--- src/rtl/chan_mask_packer.sv ---
// Channel-mask packer: forwards only the enabled channels of a channel-interleaved stream.
// Optional framing-error counter enabled by defining CHAN_MASK_PACKER_ERR_CNT_EN.
module chan_mask_packer #(
   parameter int NUM_CHAN     = 128,
   parameter int WIDTH        = 32,
   parameter int SR_MASK_BASE = 128
) (
   input  logic                        ce_clk,
   input  logic                        ce_rst,
   input  logic                        set_stb,
   input  logic [7:0]                  set_addr,
   input  logic [31:0]                 set_data,
   input  logic [WIDTH-1:0]            i_tdata,
   input  logic                        i_tlast,
   input  logic                        i_tvalid,
   output logic                        i_tready,
   output logic [WIDTH-1:0]            o_tdata,
   output logic [$clog2(NUM_CHAN)-1:0] o_tuser,
   output logic                        o_tlast,
   output logic                        o_tvalid,
   input  logic                        o_tready,
   output logic [15:0]                 err_cnt
);

   localparam int NW = NUM_CHAN / 32;
   localparam int CW = $clog2(NUM_CHAN);
   localparam logic [CW-1:0] LAST_CHAN   = CW'(NUM_CHAN - 1);
   localparam logic [7:0]    MASK_LO     = 8'(SR_MASK_BASE);
   localparam logic [7:0]    COMMIT_ADDR = 8'(SR_MASK_BASE + NW);

   function automatic logic [CW-1:0] high_bit(input logic [NUM_CHAN-1:0] m);
      logic [CW-1:0] r;
      r = '0;
      for (int i = 0; i < NUM_CHAN; i++)
         if (m[i]) r = CW'(i);
      return r;
   endfunction

   logic [CW-1:0]       chan;
   logic [NUM_CHAN-1:0] shadow;
   logic [NUM_CHAN-1:0] active;
   logic [CW-1:0]       last_idx;
   logic                commit_pending;
   logic                accept, at_last, frame_end, apply_commit;
   logic                commit_wr, mask_wr, sel_p0;
   logic [7:0]          word_idx;
   logic                vld_p1;
   logic [WIDTH-1:0]    data_p1;
   logic [CW-1:0]       user_p1;
   logic                last_p1;

   assign i_tready     = !vld_p1 | o_tready;
   assign accept       = i_tvalid & i_tready;
   assign at_last      = (chan == LAST_CHAN);
   assign frame_end    = accept & (i_tlast | at_last);
   // Idle at a frame boundary also counts as a safe point to swap masks.
   assign apply_commit = commit_pending & (frame_end | ((chan == '0) & !accept));
   assign word_idx     = set_addr - MASK_LO;
   assign mask_wr      = set_stb & (set_addr >= MASK_LO) & (set_addr < COMMIT_ADDR);
   assign commit_wr    = set_stb & (set_addr == COMMIT_ADDR);
   assign sel_p0       = accept & active[chan];

   always_ff @(posedge ce_clk) begin
      if (ce_rst) begin
         chan           <= '0;
         shadow         <= '1;
         active         <= '1;
         last_idx       <= LAST_CHAN;
         commit_pending <= 1'b0;
      end else begin
         if (frame_end)
            chan <= '0;
         else if (accept)
            chan <= chan + 1'b1;

         for (int k = 0; k < NW; k++)
            if (mask_wr && word_idx == 8'(k))
               shadow[32*k +: 32] <= set_data;

         if (commit_wr)
            commit_pending <= 1'b1;
         else if (apply_commit)
            commit_pending <= 1'b0;

         if (apply_commit) begin
            active   <= shadow;
            last_idx <= high_bit(shadow);
         end
      end
   end

   // p0 -> p1: one-entry output register
   always_ff @(posedge ce_clk) begin
      if (ce_rst) begin
         vld_p1  <= 1'b0;
         data_p1 <= '0;
         user_p1 <= '0;
         last_p1 <= 1'b0;
      end else if (sel_p0) begin
         vld_p1  <= 1'b1;
         data_p1 <= i_tdata;
         user_p1 <= chan;
         last_p1 <= (chan == last_idx);
      end else if (o_tready) begin
         vld_p1  <= 1'b0;
      end
   end

   assign o_tvalid = vld_p1;
   assign o_tdata  = data_p1;
   assign o_tuser  = user_p1;
   assign o_tlast  = last_p1;

`ifdef CHAN_MASK_PACKER_ERR_CNT_EN
   function automatic logic [15:0] sat_inc(input logic [15:0] v);
      return (v == 16'hFFFF) ? v : v + 16'd1;
   endfunction

   logic        frame_err;
   logic [15:0] err_q;

   assign frame_err = accept & (i_tlast ^ at_last);

   always_ff @(posedge ce_clk) begin
      if (ce_rst)
         err_q <= '0;
      else if (frame_err)
         err_q <= sat_inc(err_q);
   end

   assign err_cnt = err_q;
`else
   assign err_cnt = '0;
`endif

endmodule

--- config.mk ---
export PLATFORM = sky130hd
export DESIGN_NAME = chan_mask_packer
export DESIGN_NICKNAME = d
export VERILOG_FILES = /design/src/rtl/chan_mask_packer.sv
export SDC_FILE = /design/constraint.sdc
export NUM_CORES = 1
export LEC_CHECK = 0
export ABC_AREA = 1
export BUFFER_PORTS_ARGS = -buffer_cell sky130_fd_sc_hd__buf_2
export CAP_MARGIN = 20
export CELL_PAD_IN_SITES_DETAIL_PLACEMENT = 0
export CELL_PAD_IN_SITES_GLOBAL_PLACEMENT = 1
export CORE_ASPECT_RATIO = 1.1
export CORE_MARGIN = 2
export CORE_UTILIZATION = 45
export DETAILED_ROUTE_END_ITERATION = 10
export PLACE_DENSITY_LB_ADDON = 0.1
export SYNTH_ARGS = -nofsm -noshare
export SYNTH_HDL_FRONTEND = slang
export SYNTH_SLANG_ARGS = --single-unit
--- constraint.sdc ---
create_clock -name ce_clk -period 9.7 [get_ports ce_clk]
set_input_delay 0.97 -clock ce_clk [delete_from_list [all_inputs] [get_ports ce_clk]]
set_output_delay 0.97 -clock ce_clk [all_outputs]
set_load 0.01 [all_outputs]
==> summary.md <==
| Metric | Value |
|---|---|
| Syn. warnings | 0 |
| PnR worst setup slack | 2.70 ns |
| Resize count post-CTS | 0 |
| Fin Clk Skew | 0.00942 ns |
| Worst-margin pin slew | 0.934 ns |
| MaxCap Viol Count | 0 |
| CP arrival | 7.45 ns |
| Setup violators final | 0 |
| Setup TNS Final | 0 ns |
| Critical Path Slowest Stage Cell | dfxtp_1 |
| Netlist Area Pre-Place | 14500 um2 |
| Starting Density | 46.0% |
| 1st-pass router iterations | 5 |
| Slew margin rel. | 37.7% |
| DRT iter0 DRCs | 875 |
| Diodes inserted | 0 |
| Largest net degree at the start of global routing | 208 |
| Critical Path End Type | flip-flop |
| Post-CTS Setup Inserts | 0 |
| Avg Synthesized Cell Area | 7.78 um2 |
| GPL Wtd Cong | 0.833 |
| Min Clock Period, post-route | 7.00 ns |
| CTS root buf | clkbuf_16 |
| Drt drc | 0 |
| Startpoint types | flip-flop |
| Worst Path Required | 10.15 ns |
| Synth Register Bits | 312 |
| FF-to-FF setup slack | 2.70 ns |
| CP max stage delay | 0.32 ns |
| Core Rows | 68 |
| Slew Viols, Final | 0 |
| Nets | 1990 |
| Die width | 175 um |
| CTS Buf Count | 35 |
| CP most frequent cell | nand2_1 |
| CTS sink cnt | 312 |
| Status | complete, no violations |
| Core area | 31600 um2 |
| Final Routed Wirelength | 40.7 mm |
| Post-CTS Hold Buffers | 0 |
| I/O Pins | 136 |
| CTS H-tree lvls | 2 |
| Layout cells sized above 1 | 13.8% |
| Via Count | 12315 |
| Die area | 33700 um2 |
| Leading cell types in the layout, fill and taps excluded | 557 x nand2_1, 311 x dfxtp_1, 260 x o211ai_1, 168 x nor2_1, 119 x buf_2 |
| Hold Path Class | reg -> reg |
| Commonest non-fill, non-tap cell in the layout | nand2_1 |
| Initial antenna violation count | 1 |
| DP Worst Slack | 2.60 ns |
| Worst setup path class | reg -> reg |
| First-pass GRT wire length | 63.3 mm |
| Final Cycle Share | 72.2% |
| Worst skew pair latency | 0.51 ns |
| Via density per instance | 5.23 |
| Vias in the first global route | 11504 |
| RSZ-0062 raised after global routing | false |
| Worst VDD drop | 0.000102 V |
| Tot GR Track Use | 24.1% |
| Reg clk slew, reported paths | 0.06 ns |
| Number of distinct library cells after synthesis | 33 |
| Average wire per standard cell | 17.3 um |
| Synth-to-Final Area Change | 13.4% |
| Antenna Violating Nets Remaining | 0 |
| HPWL after DPL | 26.9 mm |
| CTS Buffer Depth | 3 |
| Final Hold Fails | 0 |
| CTS tree | done |
| Buffers on Ports | 119 |
| Fmax | 143 MHz |
| Crit path max fanout | 3 |
| Mapped Cells | 1864 |
| Die H | 192 um |
| Leakage | 8.30 nW |
| Total grt overflow | 0 |
| Power per Cell Area | 168 nW/um2 |
| Sequential area share after synthesis | 43.1% |
==> registers in the layout, indices dropped and copies added (netlist names) <==
register	cells
active	128
chan	7
commit_pending	1
last_idx	7
o_tdata	32
o_tlast	1
o_tuser	7
o_tvalid	1
shadow	128
==> cell families (layout without fill, tap and decap cells) <==
kind of cell / Yosys count / after routing / share of synthesized area (%)
adder cells (fa/ha/maj): 2 / 2 / 0.172
AO/OA/AOI/OAI: 453 / 453 / 20.8
AND/OR/NAND/NOR: 771 / 771 / 20.4
XOR/XNOR: 10 / 10 / 0.604
buffers and inverters: 315 / 370 / 14.9
other: 1 / 16 / 0.0259
flip-flops: 312 / 312 / 43.1
==> metrics by stage <==
step | power, mW | std cells | area [um2] | utilization [%] | hold WS, ns
after floorplan | 1.42 | 1879 | 14600 | - | 0.429
after global placement | 1.48 | 2291 | 15200 | 48.3 | 0.442
after detailed placement | 1.48 | 2292 | 15300 | 48.4 | 0.453
after CTS | 2.78 | 2353 | 16400 | 52.0 | 0.462
after global routing | 2.85 | 2354 | 16400 | 52.1 | 0.476
final | 2.76 | 2354 | 16400 | 52.1 | 0.459
==> critical path, delay by kind of cell, from the launching register on <==
family | cells | cell delay, ns
and+or+nand+nor | 126 | 6.56
DFF | 1 | 0.32
buffers and inverters | 1 | 0.07
==> cell usage after synthesis <==
| cell type | n | area share [%] |
|---|---|---|
| nand2_1 | 558 | 14 |
| dfxtp_1 | 312 | 43 |
| o211ai_1 | 260 | 13 |
| nor2_1 | 168 | 4.3 |
| clkbuf_1 | 118 | 3.1 |
| inv_1 | 103 | 2.7 |
| o21ai_0 | 84 | 2.9 |
| bufinv_8 | 66 | 8.0 |
| a21oi_1 | 60 | 2.1 |
| nand3_1 | 29 | 1.0 |
| o22ai_1 | 20 | 0.86 |
| buf_4 | 17 | 0.88 |
| o221ai_1 | 11 | 0.66 |
| nor4_1 | 8 | 0.35 |
| nor3_1 | 6 | 0.21 |
| xor2_1 | 6 | 0.36 |
| buf_1 | 5 | 0.13 |
| o21ai_1 | 4 | 0.14 |
| xnor2_1 | 4 | 0.24 |
| inv_2 | 3 | 0.078 |
| o31ai_1 | 3 | 0.16 |
| a21boi_0 | 2 | 0.10 |
| a31oi_1 | 2 | 0.086 |
| ha_1 | 2 | 0.17 |
| inv_4 | 2 | 0.086 |
| nand4_1 | 2 | 0.086 |
| o21bai_1 | 2 | 0.10 |
| o311ai_1 | 2 | 0.12 |
| a211o_1 | 1 | 0.060 |
| a21boi_1 | 1 | 0.052 |
| a41oi_1 | 1 | 0.060 |
| clkinv_1 | 1 | 0.026 |
| conb_1 | 1 | 0.026 |
==> routing by layer <==
metal / global-route usage [%] / vias to the layer above / wire length (um) / share of wire (%)
met3: 3.96 / 59 / 2390 / 5.9
met2: 41.1 / 304 / 18900 / 46
met5: 0 / - / 9 / 0.022
met4: 6.67 / 2 / 971 / 2.4
met1: 31.7 / 5668 / 18500 / 45
li1: - / 6282 / - / -
==> layout make-up <==
cell class,count,area (um2)
Clock buffer,56,1120
Clock inverter,5,27.5
Fill cell,3130,15100
Inverter,175,1580
Multi-Input combinational cell,1252,6190
Sequential cell,312,6250
Tap cell,420,526
Timing Repair Buffer,134,761
==> worst paths after layout <==
kind,from,to,cells after the start
max,shadow[2],last_idx[0],127
min,o_tdata[28],o_tdata[28],2
max reg2reg,shadow[2],last_idx[0],127
min reg2reg,o_tdata[28],o_tdata[28],2
==> report_power, final <==
part	switching [mW]	internal (mW)	total [mW]	leakage (nW)
combinational	0.107	0.0414	0.148	5.21
sequential	0.00643	1.30	1.30	2.53
clock	0.520	0.786	1.31	0.566
(Power assumes the default switching activity.)
